<file path="config.mk">
export PLATFORM = sky130hd
export DESIGN_NAME = watch_timekeeper_flat
export DESIGN_NICKNAME = d
export VERILOG_FILES = /design/src/rtl/watch_timekeeper_if.sv /design/src/rtl/watch_timekeeper.sv /design/src/flat_wrapper.sv
export SDC_FILE = /design/constraint.sdc
export NUM_CORES = 1
export LEC_CHECK = 0
export BUFFER_PORTS_ARGS = -buffer_cell sky130_fd_sc_hd__buf_2
export CAP_MARGIN = 40
export CORE_ASPECT_RATIO = 0.75
export CORE_MARGIN = 2
export CORE_UTILIZATION = 54
export DETAILED_ROUTE_END_ITERATION = 16
export GPL_TIMING_DRIVEN = 0
export MAX_ROUTING_LAYER = met4
export PLACE_DENSITY_LB_ADDON = 0.3
export SYNTH_ARGS = -nofsm -noshare
export SYNTH_HDL_FRONTEND = slang
export SYNTH_SLANG_ARGS = --single-unit
</file>
<file path="constraint.sdc">
create_clock -name clk -period 4.7 [get_ports clk]
set_input_delay 0.47 -clock clk [delete_from_list [all_inputs] [get_ports clk]]
set_output_delay 0.47 -clock clk [all_outputs]
set_load 0.1 [all_outputs]
</file>
<file path="src/rtl/watch_timekeeper_if.sv">
// Signal bundle between the watch timekeeper core and the mode/button/display side.
interface watch_timekeeper_if;
  logic       seconds_clk;
  logic [2:0] state;
  logic       inc_btn;
  logic [5:0] current_s;
  logic [5:0] current_m;
  logic [5:0] current_h;
  logic       second;
  logic       day_wrap;
  logic [5:0] alarm_h;
  logic [5:0] alarm_m;
  logic       alarm;

  modport master (
    output seconds_clk, state, inc_btn,
    input  current_s, current_m, current_h, second, day_wrap, alarm_h, alarm_m, alarm
  );

  modport slave (
    input  seconds_clk, state, inc_btn,
    output current_s, current_m, current_h, second, day_wrap, alarm_h, alarm_m, alarm
  );
endinterface

</file>
<file path="src/rtl/watch_timekeeper.sv">
// Time-of-day counter with single-button field setting for the watch chip.
// Define ALARM_EN to build the alarm registers and sticky alarm flag.
module watch_timekeeper #(
  parameter int HOURS       = 24,
  parameter int SYNC_STAGES = 2
) (
  input logic               clk,
  input logic               rst,
  watch_timekeeper_if.slave bus
);

  typedef enum logic [2:0] {
    MODE_RUN        = 3'd0,
    MODE_SET_HOUR   = 3'd1,
    MODE_SET_MIN    = 3'd2,
    MODE_SET_SEC    = 3'd3,
    MODE_ALARM_HOUR = 3'd4,
    MODE_ALARM_MIN  = 3'd5,
    MODE_RUN_6      = 3'd6,
    MODE_RUN_7      = 3'd7
  } mode_t;

  localparam logic [5:0] H_MAX  = 6'(HOURS - 1);
  localparam logic [5:0] MS_MAX = 6'd59;

  mode_t                  mode;
  logic [SYNC_STAGES-1:0] sync_q;
  logic                   btn_q;
  logic                   sec_clk_q;
  logic                   tick;
  logic                   inc;
  logic                   run_class;
  logic                   count;
  logic [5:0]             s_q, m_q, h_q;
  logic [5:0]             s_g, m_g, h_g;
  logic [5:0]             s_d, m_d, h_d;
  logic                   second_q, second_d;
  logic                   wrap_q, wrap_d;

  assign mode = mode_t'(bus.state);

  always_ff @(posedge clk or posedge rst) begin
    if (rst) begin
      sync_q    <= '0;
      btn_q     <= 1'b0;
      sec_clk_q <= 1'b0;
    end else begin
      sync_q    <= {sync_q[SYNC_STAGES-2:0], bus.inc_btn};
      btn_q     <= sync_q[SYNC_STAGES-1];
      sec_clk_q <= bus.seconds_clk;
    end
  end

  assign tick = bus.seconds_clk & ~sec_clk_q;
  assign inc  = sync_q[SYNC_STAGES-1] & ~btn_q;

`ifdef ALARM_EN
  assign run_class = (mode == MODE_RUN) || (mode == MODE_RUN_6) || (mode == MODE_RUN_7);
`else
  assign run_class = !(mode inside {MODE_SET_HOUR, MODE_SET_MIN, MODE_SET_SEC});
`endif

  assign count = tick & run_class;

  // Out-of-range values are treated as 0 so a corrupted field self-heals.
  assign s_g = (s_q > MS_MAX) ? 6'd0 : s_q;
  assign m_g = (m_q > MS_MAX) ? 6'd0 : m_q;
  assign h_g = (h_q > H_MAX)  ? 6'd0 : h_q;

  always_comb begin
    s_d      = s_g;
    m_d      = m_g;
    h_d      = h_g;
    second_d = second_q;
    wrap_d   = 1'b0;
    if (count) begin
      second_d = ~second_q;
      if (s_g == MS_MAX) begin
        s_d = 6'd0;
        if (m_g == MS_MAX) begin
          m_d = 6'd0;
          if (h_g == H_MAX) begin
            h_d    = 6'd0;
            wrap_d = 1'b1;
          end else begin
            h_d = h_g + 6'd1;
          end
        end else begin
          m_d = m_g + 6'd1;
        end
      end else begin
        s_d = s_g + 6'd1;
      end
    end
    // Edits only happen in SET modes, where ticks are never counted.
    if (inc) begin
      case (mode)
        MODE_SET_HOUR: h_d = (h_g == H_MAX)  ? 6'd0 : h_g + 6'd1;
        MODE_SET_MIN:  m_d = (m_g == MS_MAX) ? 6'd0 : m_g + 6'd1;
        MODE_SET_SEC:  s_d = 6'd0;
        default: ;
      endcase
    end
  end

  always_ff @(posedge clk or posedge rst) begin
    if (rst) begin
      s_q      <= '0;
      m_q      <= '0;
      h_q      <= '0;
      second_q <= 1'b0;
      wrap_q   <= 1'b0;
    end else begin
      s_q      <= s_d;
      m_q      <= m_d;
      h_q      <= h_d;
      second_q <= second_d;
      wrap_q   <= wrap_d;
    end
  end

  assign bus.current_s = s_q;
  assign bus.current_m = m_q;
  assign bus.current_h = h_q;
  assign bus.second    = second_q;
  assign bus.day_wrap  = wrap_q;

`ifdef ALARM_EN
  logic [5:0] ah_q, am_q, ah_g, am_g, ah_d, am_d;
  logic       alarm_q, alarm_d;

  assign ah_g = (ah_q > H_MAX)  ? 6'd0 : ah_q;
  assign am_g = (am_q > MS_MAX) ? 6'd0 : am_q;

  always_comb begin
    ah_d    = ah_g;
    am_d    = am_g;
    alarm_d = alarm_q;
    if (inc) begin
      case (mode)
        MODE_ALARM_HOUR: ah_d = (ah_g == H_MAX)  ? 6'd0 : ah_g + 6'd1;
        MODE_ALARM_MIN:  am_d = (am_g == MS_MAX) ? 6'd0 : am_g + 6'd1;
        default: ;
      endcase
    end
    if (count && s_d == 6'd0 && m_d == am_g && h_d == ah_g)
      alarm_d = 1'b1;
    // A RUN-mode press acknowledges the alarm and beats a coincident set.
    if (inc && run_class)
      alarm_d = 1'b0;
  end

  always_ff @(posedge clk or posedge rst) begin
    if (rst) begin
      ah_q    <= '0;
      am_q    <= '0;
      alarm_q <= 1'b0;
    end else begin
      ah_q    <= ah_d;
      am_q    <= am_d;
      alarm_q <= alarm_d;
    end
  end

  assign bus.alarm_h = ah_q;
  assign bus.alarm_m = am_q;
  assign bus.alarm   = alarm_q;
`else
  assign bus.alarm_h = 6'd0;
  assign bus.alarm_m = 6'd0;
  assign bus.alarm   = 1'b0;
`endif

endmodule

</file>
<file path="src/flat_wrapper.sv">
// flat-port wrapper written by rule: the top's interface ports become plain ports
module watch_timekeeper_flat 
#(
  parameter int HOURS       = 24,
  parameter int SYNC_STAGES = 2
)
  (clk, rst, bus_seconds_clk, bus_state, bus_inc_btn, bus_current_s, bus_current_m, bus_current_h, bus_second, bus_day_wrap, bus_alarm_h, bus_alarm_m, bus_alarm);
  watch_timekeeper_if bus_i ();
  input logic clk;
  input logic rst;
  input wire logic [$bits(bus_i.seconds_clk)-1:0] bus_seconds_clk;
  input wire logic [$bits(bus_i.state)-1:0] bus_state;
  input wire logic [$bits(bus_i.inc_btn)-1:0] bus_inc_btn;
  output wire logic [$bits(bus_i.current_s)-1:0] bus_current_s;
  output wire logic [$bits(bus_i.current_m)-1:0] bus_current_m;
  output wire logic [$bits(bus_i.current_h)-1:0] bus_current_h;
  output wire logic [$bits(bus_i.second)-1:0] bus_second;
  output wire logic [$bits(bus_i.day_wrap)-1:0] bus_day_wrap;
  output wire logic [$bits(bus_i.alarm_h)-1:0] bus_alarm_h;
  output wire logic [$bits(bus_i.alarm_m)-1:0] bus_alarm_m;
  output wire logic [$bits(bus_i.alarm)-1:0] bus_alarm;
  assign bus_i.seconds_clk = bus_seconds_clk;
  assign bus_i.state = bus_state;
  assign bus_i.inc_btn = bus_inc_btn;
  assign bus_current_s = bus_i.current_s;
  assign bus_current_m = bus_i.current_m;
  assign bus_current_h = bus_i.current_h;
  assign bus_second = bus_i.second;
  assign bus_day_wrap = bus_i.day_wrap;
  assign bus_alarm_h = bus_i.alarm_h;
  assign bus_alarm_m = bus_i.alarm_m;
  assign bus_alarm = bus_i.alarm;
  watch_timekeeper #(.HOURS(HOURS), .SYNC_STAGES(SYNC_STAGES)) u_core (.clk(clk), .rst(rst), .bus(bus_i));
endmodule
</file>
==> results of run 1 <==
## layer usage
layer	global-route usage (%)	vias up	routed length (um)
li1	-	542	-
met1	25.31	530	1171
met2	37.45	34	1366
met3	4.959	2	148
met4	4.255	0	14
met5	-	-	0
## final cells by class
class | count | area (um2) | share of cell area [%]
well taps | 34 | 42.54 | 2.628
inverters | 5 | 18.77 | 1.159
multi-input cells | 104 | 651.9 | 40.26
plain buffers | 16 | 111.4 | 6.878
repair buffers | 27 | 157.7 | 9.737
flip-flops and latches | 24 | 600.6 | 37.09
clock buffers | 4 | 36.28 | 2.241
## registers in the layout, summed over array words and instances, names as in the netlist
signal	cells
u_core.sec_clk_q	1
u_core.bus.current_m	6
u_core.sync_q	2
u_core.bus.day_wrap	1
u_core.bus.current_s	6
u_core.btn_q	1
u_core.bus.second	1
u_core.bus.current_h	6
## worst max-delay path, delay by kind of cell (launching register included)
| kind | cells | cell delay, ns |
|---|---|---|
| compound gates | 3 | 0.59 |
| fa+ha+maj | 1 | 0.18 |
| simple gates | 4 | 0.90 |
| flops | 1 | 0.39 |
| buf+inv | 1 | 0.16 |
## cell usage after synthesis (2+ instances only)
cell type	n	area, um2
dfrtp_1	24	600.6
nand2_1	14	52.55
buf_4	13	97.59
nand3_1	11	55.05
nor2_1	8	30.03
and2_1	5	31.28
inv_1	5	18.77
a21oi_1	3	15.01
ha_1	3	37.54
mux2i_1	3	30.03
nand4_1	3	18.77
o21ai_0	3	15.01
or2_2	3	18.77
a31oi_1	2	12.51
o211ai_1	2	15.01
o22ai_1	2	12.51
or3_1	2	12.51
xnor2_1	2	17.52
xor2_1	2	17.52
## power by group
part	switching, uW	leakage (uW)	total (uW)	internal, uW
Clock	58.2	0.0000210	106	47.3
Sequential	43.4	0.000300	290	247
Combinational	437	0.000517	528	91.3
Total	538	0.000837	923	385
## cell families after synthesis
kind of cell,Yosys count,synth area share (%)
multiplexers,5,3.940
other,1,0.2812
AO/OA/AOI/OAI,20,10.79
adder cells (fa/ha/maj),3,2.815
XOR/XNOR,4,2.627
flip-flops,24,45.03
buffers and inverters,21,9.755
AND/OR/NAND/NOR,58,24.77
## metrics by stage
step	power, uW	std cells
4_1_cts	927.8	214
2_1_floorplan	736.4	149
6_report	923.5	214
3_3_place_gp	801.2	209
3_5_place_dp	819.9	210
5_1_grt	969.0	214
## worst paths after layout
check	start	slack (ns)	end	cells past startpoint
max	u_core.bus.current_s[3]	2.39	u_core.bus.current_h[3]	9
min	rst	0.11	u_core.bus.current_m[2]	2
max reg2reg	u_core.bus.current_s[3]	2.39	u_core.bus.current_h[3]	9
min reg2reg	u_core.sync_q[0]	0.36	u_core.sync_q[1]	0
max in group asynchronous	rst	4.18	u_core.bus.current_h[3]	3
min in group clk	bus_inc_btn	0.26	u_core.sync_q[0]	1
## placed cells by master (no fill, tap or decap), types with 2 or more instances in the layout
cell and n:
buf_2 27, dfrtp_1 24, nand2_1 14, conb_1 14, buf_4 13, nand3_1 11, nor2_1 8, inv_1 5
and2_1 5, a21oi_1 3, nand4_1 3, mux2i_1 3, or2_2 3, o21ai_0 3, ha_1 3, clkbuf_4 3
o22ai_1 2, xnor2_1 2, or3_1 2, a31oi_1 2, o211ai_1 2, xor2_1 2
==> flow_metrics.py, run 1 <==
metrics = {
    "status": {
        "outcome": "finished clean",
    },
    "floorplanning": {
        "core_mm2": 0.002327,
        "die_x_um": 61.39,
        "die-area_mm2": 0.002888,
        "fp-row-count": 15,
        "num_io_pins": 40,
        "die_h_um": 47.04,
        "start_util_pct": 57.31,
    },
    "sta": {
        "tns_ns": 0,
        "report.final.slew_viol_count": 0,
        "hold_slack_ns": 0.1120,
        "finalSetupViolations": 0,
        "worst_slack_ns": 2.388,
        "rsz0062_at_grt": "no",
        "skew_ns": 0.005247,
        "hold_viol": 0,
        "fin_crit_ns": 2.312,
        "fmaxAchievable_mhz": 432.6,
        "period_share_pct": 49.19,
    },
    "placement": {
        "io_buffer_count": 26,
        "hpwl_um": 2163,
        "gp_congestion": 0.7628,
        "placed_area_mm2": 0.001583,
        "dp_slack_ns": 2.421,
    },
    "yosys": {
        "yosys_warnings": 0,
        "synthArstFlopShare_pct": 100.0,
        "synth_edf_count": 0,
        "syn_area_mm2": 0.001334,
        "ys.flop_type": "dfrtp_1",
        "synth_cell_types": 45,
        "synthCells": 136,
        "avgSynthCellArea_um2": 9.807,
        "ys_seq_elements": 24,
        "seq_area_frac_synth_pct": 45.03,
    },
    "finish": {
        "fin_area_mm2": 0.001619,
        "post-route-util_pct": 69.57,
        "diodes": 0,
        "syn2layout_area_growth_pct": 21.39,
        "fillers": 210,
        "drive_gt1_share_pct": 31.67,
        "finalNetCount": 191,
    },
    "drt": {
        "drc_errors": 0,
        "wl_um": 2702,
        "viasPerCell": 5.178,
        "firstDrtPassIters": 4,
        "ant_nets": 0,
        "first_iter_violations": 26,
        "vias": 1108,
        "wl_per_cell_um": 12.63,
    },
    "clocking": {
        "clk_pin_slew_ns": 0.12,
        "postCtsSetupRepairBufs": 0,
        "cts_tree": "yes",
        "cts_buffers": 3,
        "insertion_delay_ns": 0.31,
        "cts_sinks": 24,
        "clockBufferDepth": 2,
        "cts_resized": 0,
        "h-tree-depth": 1,
        "postCtsHoldBufs": 0,
        "cts_root_buf": "clkbuf_4",
    },
    "global_routing": {
        "grt_pass1_wl_um": 4333,
        "overflow": 0,
        "grt_pass1_vias": 1011,
        "grt_antenna_before_repair": 0,
        "grt_max_degree": 18,
        "grt_usage_pct": 21.27,
    },
    "setup_path": {
        "worstPathRequired_ns": 4.90,
        "path_max_fanout": 8,
        "crit_type": "register to register",
        "cpMaxStageDelayCell": "nor4_4",
        "arrival_ns": 2.52,
        "cp-end-kind": "register",
        "crit_path_start_kind": "register",
        "crit_chain": "clkbuf_2 -> nand4_1 -> and2_1 -> ha_1 -> nand3b_1 -> nor4_4 -> o2bb2ai_2 -> a21boi_0 -> o22ai_1",
        "max_stage_delay_ns": 0.43,
    },
    "hold_path": {
        "hold_path_class": "input port to asynchronous set/reset pin",
    },
    "run": {
        "max_cap_viol_count": 0,
    },
    "power_and_ir_drop": {
        "vdd_drop_max_v": 0.0003104,
        "p_leak_uw": 0.0008371,
        "cellPowerDensity_mw_per_mm2": 570.4,
    },
}
Power figures use the tool's default switching activity.
==> inputs of run 2 (changes only) <==
- CORE_UTILIZATION: 54 -> 50
- clock period: 4.7 -> 2.4 ns (I/O delays scaled with it)
==> run 2 against run 1 <==
First-iteration DRC count is 15% higher. Core utilization fell by 5.4 points. Non-clock buffer count grew 2. Clock power is 100% higher. Count of clock-buffer cells in the layout unchanged. Final cell count increased by 1.9%. Power up 97%. Wire length grew 0.85%. Critical path type unchanged.
==> flow_metrics.py, run 2 (synthesis gave the netlist of run 1 again) <==
metrics = {
    "finish": {
        "post-route-util_pct": 64.15,
        "final_common_cell": "buf_2",
        "syn2layout_area_growth_pct": 24.20,
        "finalNetCount": 193,
        "fin_cells": 218,
        "seqCellArea_um2": 611.8,
        "diodes": 0,
        "multi_input_comb_area_um2": 651.9,
        "drive_gt1_share_pct": 36.81,
        "fillers": 221,
        "layout_common_cells": "buf_2, dfrtp_1, nand2_1, buf_4, conb_1",
    },
    "clocking": {
        "cts_sinks": 24,
        "clockBufferDepth": 2,
        "cts_tree": "yes",
        "cts_buffers": 3,
        "cts_root_buf": "clkbuf_4",
        "clk_pin_slew_ns": 0.13,
        "h-tree-depth": 1,
        "cts_resized": 0,
        "insertion_delay_ns": 0.31,
    },
    "drt": {
        "wl_per_cell_um": 12.50,
        "ant_nets": 0,
        "wl_um": 2725,
        "vias": 1090,
        "drc_errors": 0,
        "first_iter_violations": 30,
        "viasPerCell": 5.000,
        "firstDrtPassIters": 4,
    },
    "global_routing": {
        "grt_max_degree": 19,
        "grt_usage_pct": 19.49,
        "grt_pass1_vias": 1014,
        "overflow": 0,
        "grt_pass1_wl_um": 4616,
        "grt_antenna_before_repair": 0,
    },
    "sta": {
        "hold_slack_ns": 0.05283,
        "finalSetupViolations": 0,
        "period_share_pct": 91.91,
        "fin_crit_ns": 2.206,
        "report.final.slew_viol_count": 0,
        "skew_ns": 0.002259,
        "rsz0062_at_grt": "no",
        "hold_viol": 0,
        "tns_ns": 0,
        "fmaxAchievable_mhz": 453.3,
    },
    "power_and_ir_drop": {
        "p_leak_uw": 0.0008392,
        "p_sw_share_pct": 58.16,
        "p_seq_share_pct": 32.5,
        "pwr-share-comb_pct": 55.8,
        "clkPwrFrac_pct": 11.7,
        "vdd_drop_max_v": 0.0007071,
        "p_switching_uw": 1059,
        "total_power_uw": 1820,
        "power.internal_uw": 761.5,
        "cellPowerDensity_mw_per_mm2": 1099,
    },
    "setup_path": {
        "worstSetupEndpoint": "u_core.bus.current_h[3]",
        "rr_endpoint": "u_core.bus.current_h[3]",
        "crit_start": "u_core.bus.current_s[3]",
        "cp-end-kind": "register",
        "worstReg2RegStart": "u_core.bus.current_s[3]",
        "path_max_fanout": 8,
        "r2r_slack_ns": 0.19,
        "crit_type": "register to register",
        "reg2reg_depth": 10,
        "crit_path_start_kind": "register",
        "arrival_ns": 2.40,
        "worstPathRequired_ns": 2.60,
    },
    "floorplanning": {
        "die_x_um": 63.64,
        "die-area_mm2": 0.003101,
        "die_h_um": 48.73,
        "core_mm2": 0.002582,
        "num_io_pins": 40,
        "fp-row-count": 16,
        "start_util_pct": 51.65,
    },
    "run": {
        "max_cap_viol_count": 0,
    },
    "status": {
        "outcome": "finished clean",
    },
    "placement": {
        "gp_congestion": 0.8592,
        "dp_cells": 212,
        "io_buffer_count": 26,
        "hpwl_um": 2086,
    },
    "hold_path": {
        "hold_path_class": "input port to register",
    },
}
[run 2: final cells by class]
class                      instances  share of cell area [%]
clock buffer                       4                   2.190
multi-input combinational        104                   39.35
timing repair buffer              30                   11.18
tap                               36                   2.719
sequential                        24                   36.93
buffer                            15                   6.495
inverter                           5                   1.133
[run 2: critical path, stage by stage, from the launching register on]
cell	delay, ns
dfrtp_2	0.42
clkbuf_2	0.16
nand4_1	0.15
and2_1	0.19
ha_1	0.16
nand3b_1	0.14
nor4_4	0.16
buf_4	0.19
o2bb2ai_2	0.18
a21boi_0	0.22
o22ai_1	0.12
[run 2: routing by layer]
metal	track usage, %	vias to the layer above	share of wire [%]
met1	25.38	509	45
li1	-	539	-
met2	31.75	40	49
met4	2.174	0	0.29
met3	5.349	2	5.9
met5	-	-	0
[run 2: what timing repair did]
action / 4_1_cts / 5_1_grt
buffers inserted: 0 / 1
hold endpoints to repair: 6 / 1
setup endpoints to repair: 0 / 7
hold buffers: 1 / 1
[run 2: through the flow]
| stage | area (um2) | setup WS (ns) |
|---|---|---|
| after floorplan | 1394 | 0.0004086 |
| after global placement | 1569 | 0.1918 |
| after detailed placement | 1597 | 0.09403 |
| after CTS | 1643 | 0.07484 |
| after global routing | 1657 | 0.008456 |
| final | 1657 | 0.1941 |
[run 2: worst min path at each step]
stage	start	to	slack (ns)	cells after the start
CTS	bus_inc_btn	u_core.sync_q[0]	0.01	1
floorplan	rst	u_core.btn_q	0.25	1
global placement	u_core.sync_q[0]	u_core.sync_q[1]	0.34	0
global route	bus_seconds_clk	u_core.sec_clk_q	0.02	1
detailed placement	rst	u_core.bus.current_h[5]	0.23	2
finish	bus_seconds_clk	u_core.sec_clk_q	0.05	1
[run 2: power by group through the flow]
stage	combinational, uW	clock (uW)	sequential (uW)
final	1020	213	592
after global routing	1060	239	612
after CTS	1030	218	578
after detailed placement	1030	0	587
after global placement	1000	0	576
after floorplan	318	0	1130
==> inputs of run 3 (changes only) <==
- ABC_AREA: unset -> 1
- CORE_UTILIZATION: 50 -> 51
==> run 3 against run 2 <==
Clock skew increased by 0.0025 ns. Critical path depth increased by 1. Clock power increased by 65%. Power increased by 28%. Die area increased by 5.2%. Non-clock buffer count decreased by 3. Largest power group unchanged. Wire length decreased by 3.3%. Final cell count increased by 22%. Sequential share of layout area decreased by 3.0 points. Highest routed layer unchanged.
==> flow_metrics.py, run 3 <==
metrics = {
    "setup_path": {
        "crit_chain": "nand4_2 -> inv_1 -> nor2_1 -> ha_1 -> nand3_1 -> nor2_2 -> nand3_2 -> nand2_4 -> inv_2 -> nand3_1 -> nand2_1",
        "worstSetupEndpoint": "u_core.bus.current_h[3]",
        "crit_buf_inv": 2,
        "cpMaxStageDelayCell": "dfrtp_1",
        "crit_start": "u_core.bus.current_m[2]",
        "crit_path_start_kind": "register",
        "path_common_cell": "nand3_1",
        "worstReg2RegStart": "u_core.bus.current_m[2]",
        "reg2reg_depth": 11,
        "crit_type": "register to register",
        "r2r_slack_ns": 0.37,
        "cp.depth": 11,
        "cp-end-kind": "register",
        "path_max_fanout": 8,
        "worstPathRequired_ns": 2.55,
        "rr_endpoint": "u_core.bus.current_h[3]",
        "max_stage_delay_ns": 0.46,
        "crit_family": "simple AND/OR/NAND/NOR gates",
        "arrival_ns": 2.18,
    },
    "clocking": {
        "cts_resized": 0,
        "clk_pin_slew_ns": 0.09,
        "clockBufferDepth": 2,
        "insertion_delay_ns": 0.27,
        "h-tree-depth": 1,
        "cts_root_buf": "clkbuf_8",
        "cts_buffers": 3,
        "cts_tree": "yes",
        "cts_sinks": 24,
    },
    "power_and_ir_drop": {
        "vdd_drop_max_v": 0.0009225,
        "clkPwrFrac_pct": 15.1,
        "pwr-share-comb_pct": 58.3,
        "p_sw_share_pct": 58.37,
        "cellPowerDensity_mw_per_mm2": 1319,
        "power.internal_uw": 972.3,
        "p_seq_share_pct": 26.6,
        "p_leak_uw": 0.001015,
        "p_switching_uw": 1363,
        "total_power_uw": 2335,
    },
    "drt": {
        "viasPerCell": 4.620,
        "drc_errors": 0,
        "ant_nets": 0,
        "wl_um": 2636,
        "first_iter_violations": 54,
        "wl_per_cell_um": 9.910,
        "firstDrtPassIters": 5,
        "vias": 1229,
    },
    "sta": {
        "rsz0062_at_grt": "no",
        "skew_ns": 0.004741,
        "report.final.slew_viol_count": 0,
        "tns_ns": 0,
        "finalSetupViolations": 0,
        "fmaxAchievable_mhz": 493.4,
        "hold_viol": 0,
        "fin_crit_ns": 2.027,
        "period_share_pct": 84.45,
    },
    "yosys": {
        "yosysMostFrequentCell": "nand2_1",
        "seq_area_frac_synth_pct": 41.78,
        "ys.flop_type": "dfrtp_1",
        "synthCells": 185,
        "synth_top_cells_by_area": "dfrtp_1, nand2_1, inv_1",
        "synth_cell_types": 28,
        "ys_top_cells_by_count": "nand2_1, inv_1, dfrtp_1",
        "synth_top_cell_area_share_pct": 41.78,
        "synthArstFlopShare_pct": 100.0,
        "avgSynthCellArea_um2": 7.771,
        "synth_edf_count": 0,
        "yosys_warnings": 0,
        "ys_seq_elements": 24,
        "syn_area_mm2": 0.001438,
        "synth_top_cell_by_area": "dfrtp_1",
    },
    "global_routing": {
        "grt_pass1_wl_um": 4505,
        "grt_antenna_before_repair": 0,
        "grt_max_degree": 17,
        "grt_usage_pct": 18.22,
        "grt_pass1_vias": 1053,
        "overflow": 0,
    },
    "finish": {
        "final_common_cell": "nand2_1",
        "layout_common_cells": "nand2_1, inv_1, buf_2, dfrtp_1, nor2_1",
        "fillers": 220,
        "finalNetCount": 241,
        "fin_cells": 266,
        "diodes": 0,
        "multi_input_comb_area_um2": 653.1,
        "syn2layout_area_growth_pct": 23.15,
        "drive_gt1_share_pct": 26.96,
        "seqCellArea_um2": 600.6,
    },
    "hold_path": {
        "hold_path_class": "input port to register",
    },
    "status": {
        "outcome": "finished clean",
    },
    "run": {
        "max_cap_viol_count": 0,
    },
    "floorplanning": {
        "num_io_pins": 40,
        "start_util_pct": 54.40,
        "die-area_mm2": 0.003264,
        "die_x_um": 65.31,
        "core_mm2": 0.002643,
        "fp-row-count": 16,
        "die_h_um": 49.98,
    },
    "placement": {
        "io_buffer_count": 26,
        "gp_congestion": 0.7975,
        "dp_cells": 261,
        "hpwl_um": 2084,
    },
}
==> run 3: routing by layer <==
layer,up-vias,track usage [%],wire (um)
li1,642,-,-
met1,549,24.09,1240
met2,34,27.72,1213
met3,4,4.795,150
met4,0,5.208,31
met5,-,-,0
==> run 3: layout make-up <==
cell class              count  share of cell area (%)
plain buffers              14                   6.148
flip-flops and latches     24                   33.92
multi-input cells         127                   36.89
well taps                  36                   2.544
inverters                  33                   6.996
repair buffers             28                   9.470
clock buffers               3                   2.332
clock inverters             1                   1.696
==> run 3: timing repair <==
item	in CTS	in global routing
buffers inserted	0	0
endpoints found under the hold margin	8	0
hold buffers	1	0
==> run 3: worst min-delay path by stage <==
stage | to | from | cells after the start | slack, ns
2_1_floorplan | u_core.btn_q | rst | 1 | 0.25
3_3_place_gp | u_core.sync_q[1] | u_core.sync_q[0] | 0 | 0.33
3_5_place_dp | u_core.sync_q[0] | rst | 2 | 0.26
4_1_cts | u_core.sync_q[0] | bus_inc_btn | 1 | 0.07
5_1_grt | u_core.sync_q[0] | bus_inc_btn | 1 | 0.06
6_report | u_core.sync_q[0] | bus_inc_btn | 1 | 0.08
==> run 3: per-stage QoR <==
step / setup slack, ns / utilization (%) / area [um2] / hold WS (ns)
4_1_cts: 0.3828 / 67.00 / 1770 / 0.06993
3_5_place_dp: 0.3870 / 63.92 / 1689 / 0.2577
3_3_place_gp: 0.4073 / 62.88 / 1662 / 0.3322
5_1_grt: 0.2260 / 67.00 / 1770 / 0.06067
6_report: 0.3732 / 67.00 / 1770 / 0.07523
2_1_floorplan: 0.04790 / - / 1486 / 0.2546
==> run 3: logic make-up after synthesis <==
group | share of synthesized area (%)
simple gates | 30.20
buf+inv | 16.19
flops | 41.78
compound gates | 7.137
xor+xnor | 1.828
fa+ha+maj | 2.611
other cells | 0.2608
==> run 3: power by group through the flow <==
stage | Sequential [uW] | Combinational (uW) | Clock (uW)
after floorplan | 1380 | 415 | 0
after global placement | 629 | 1340 | 0
after detailed placement | 632 | 1360 | 0
after CTS | 623 | 1370 | 360
after global routing | 642 | 1430 | 381
final | 621 | 1360 | 352
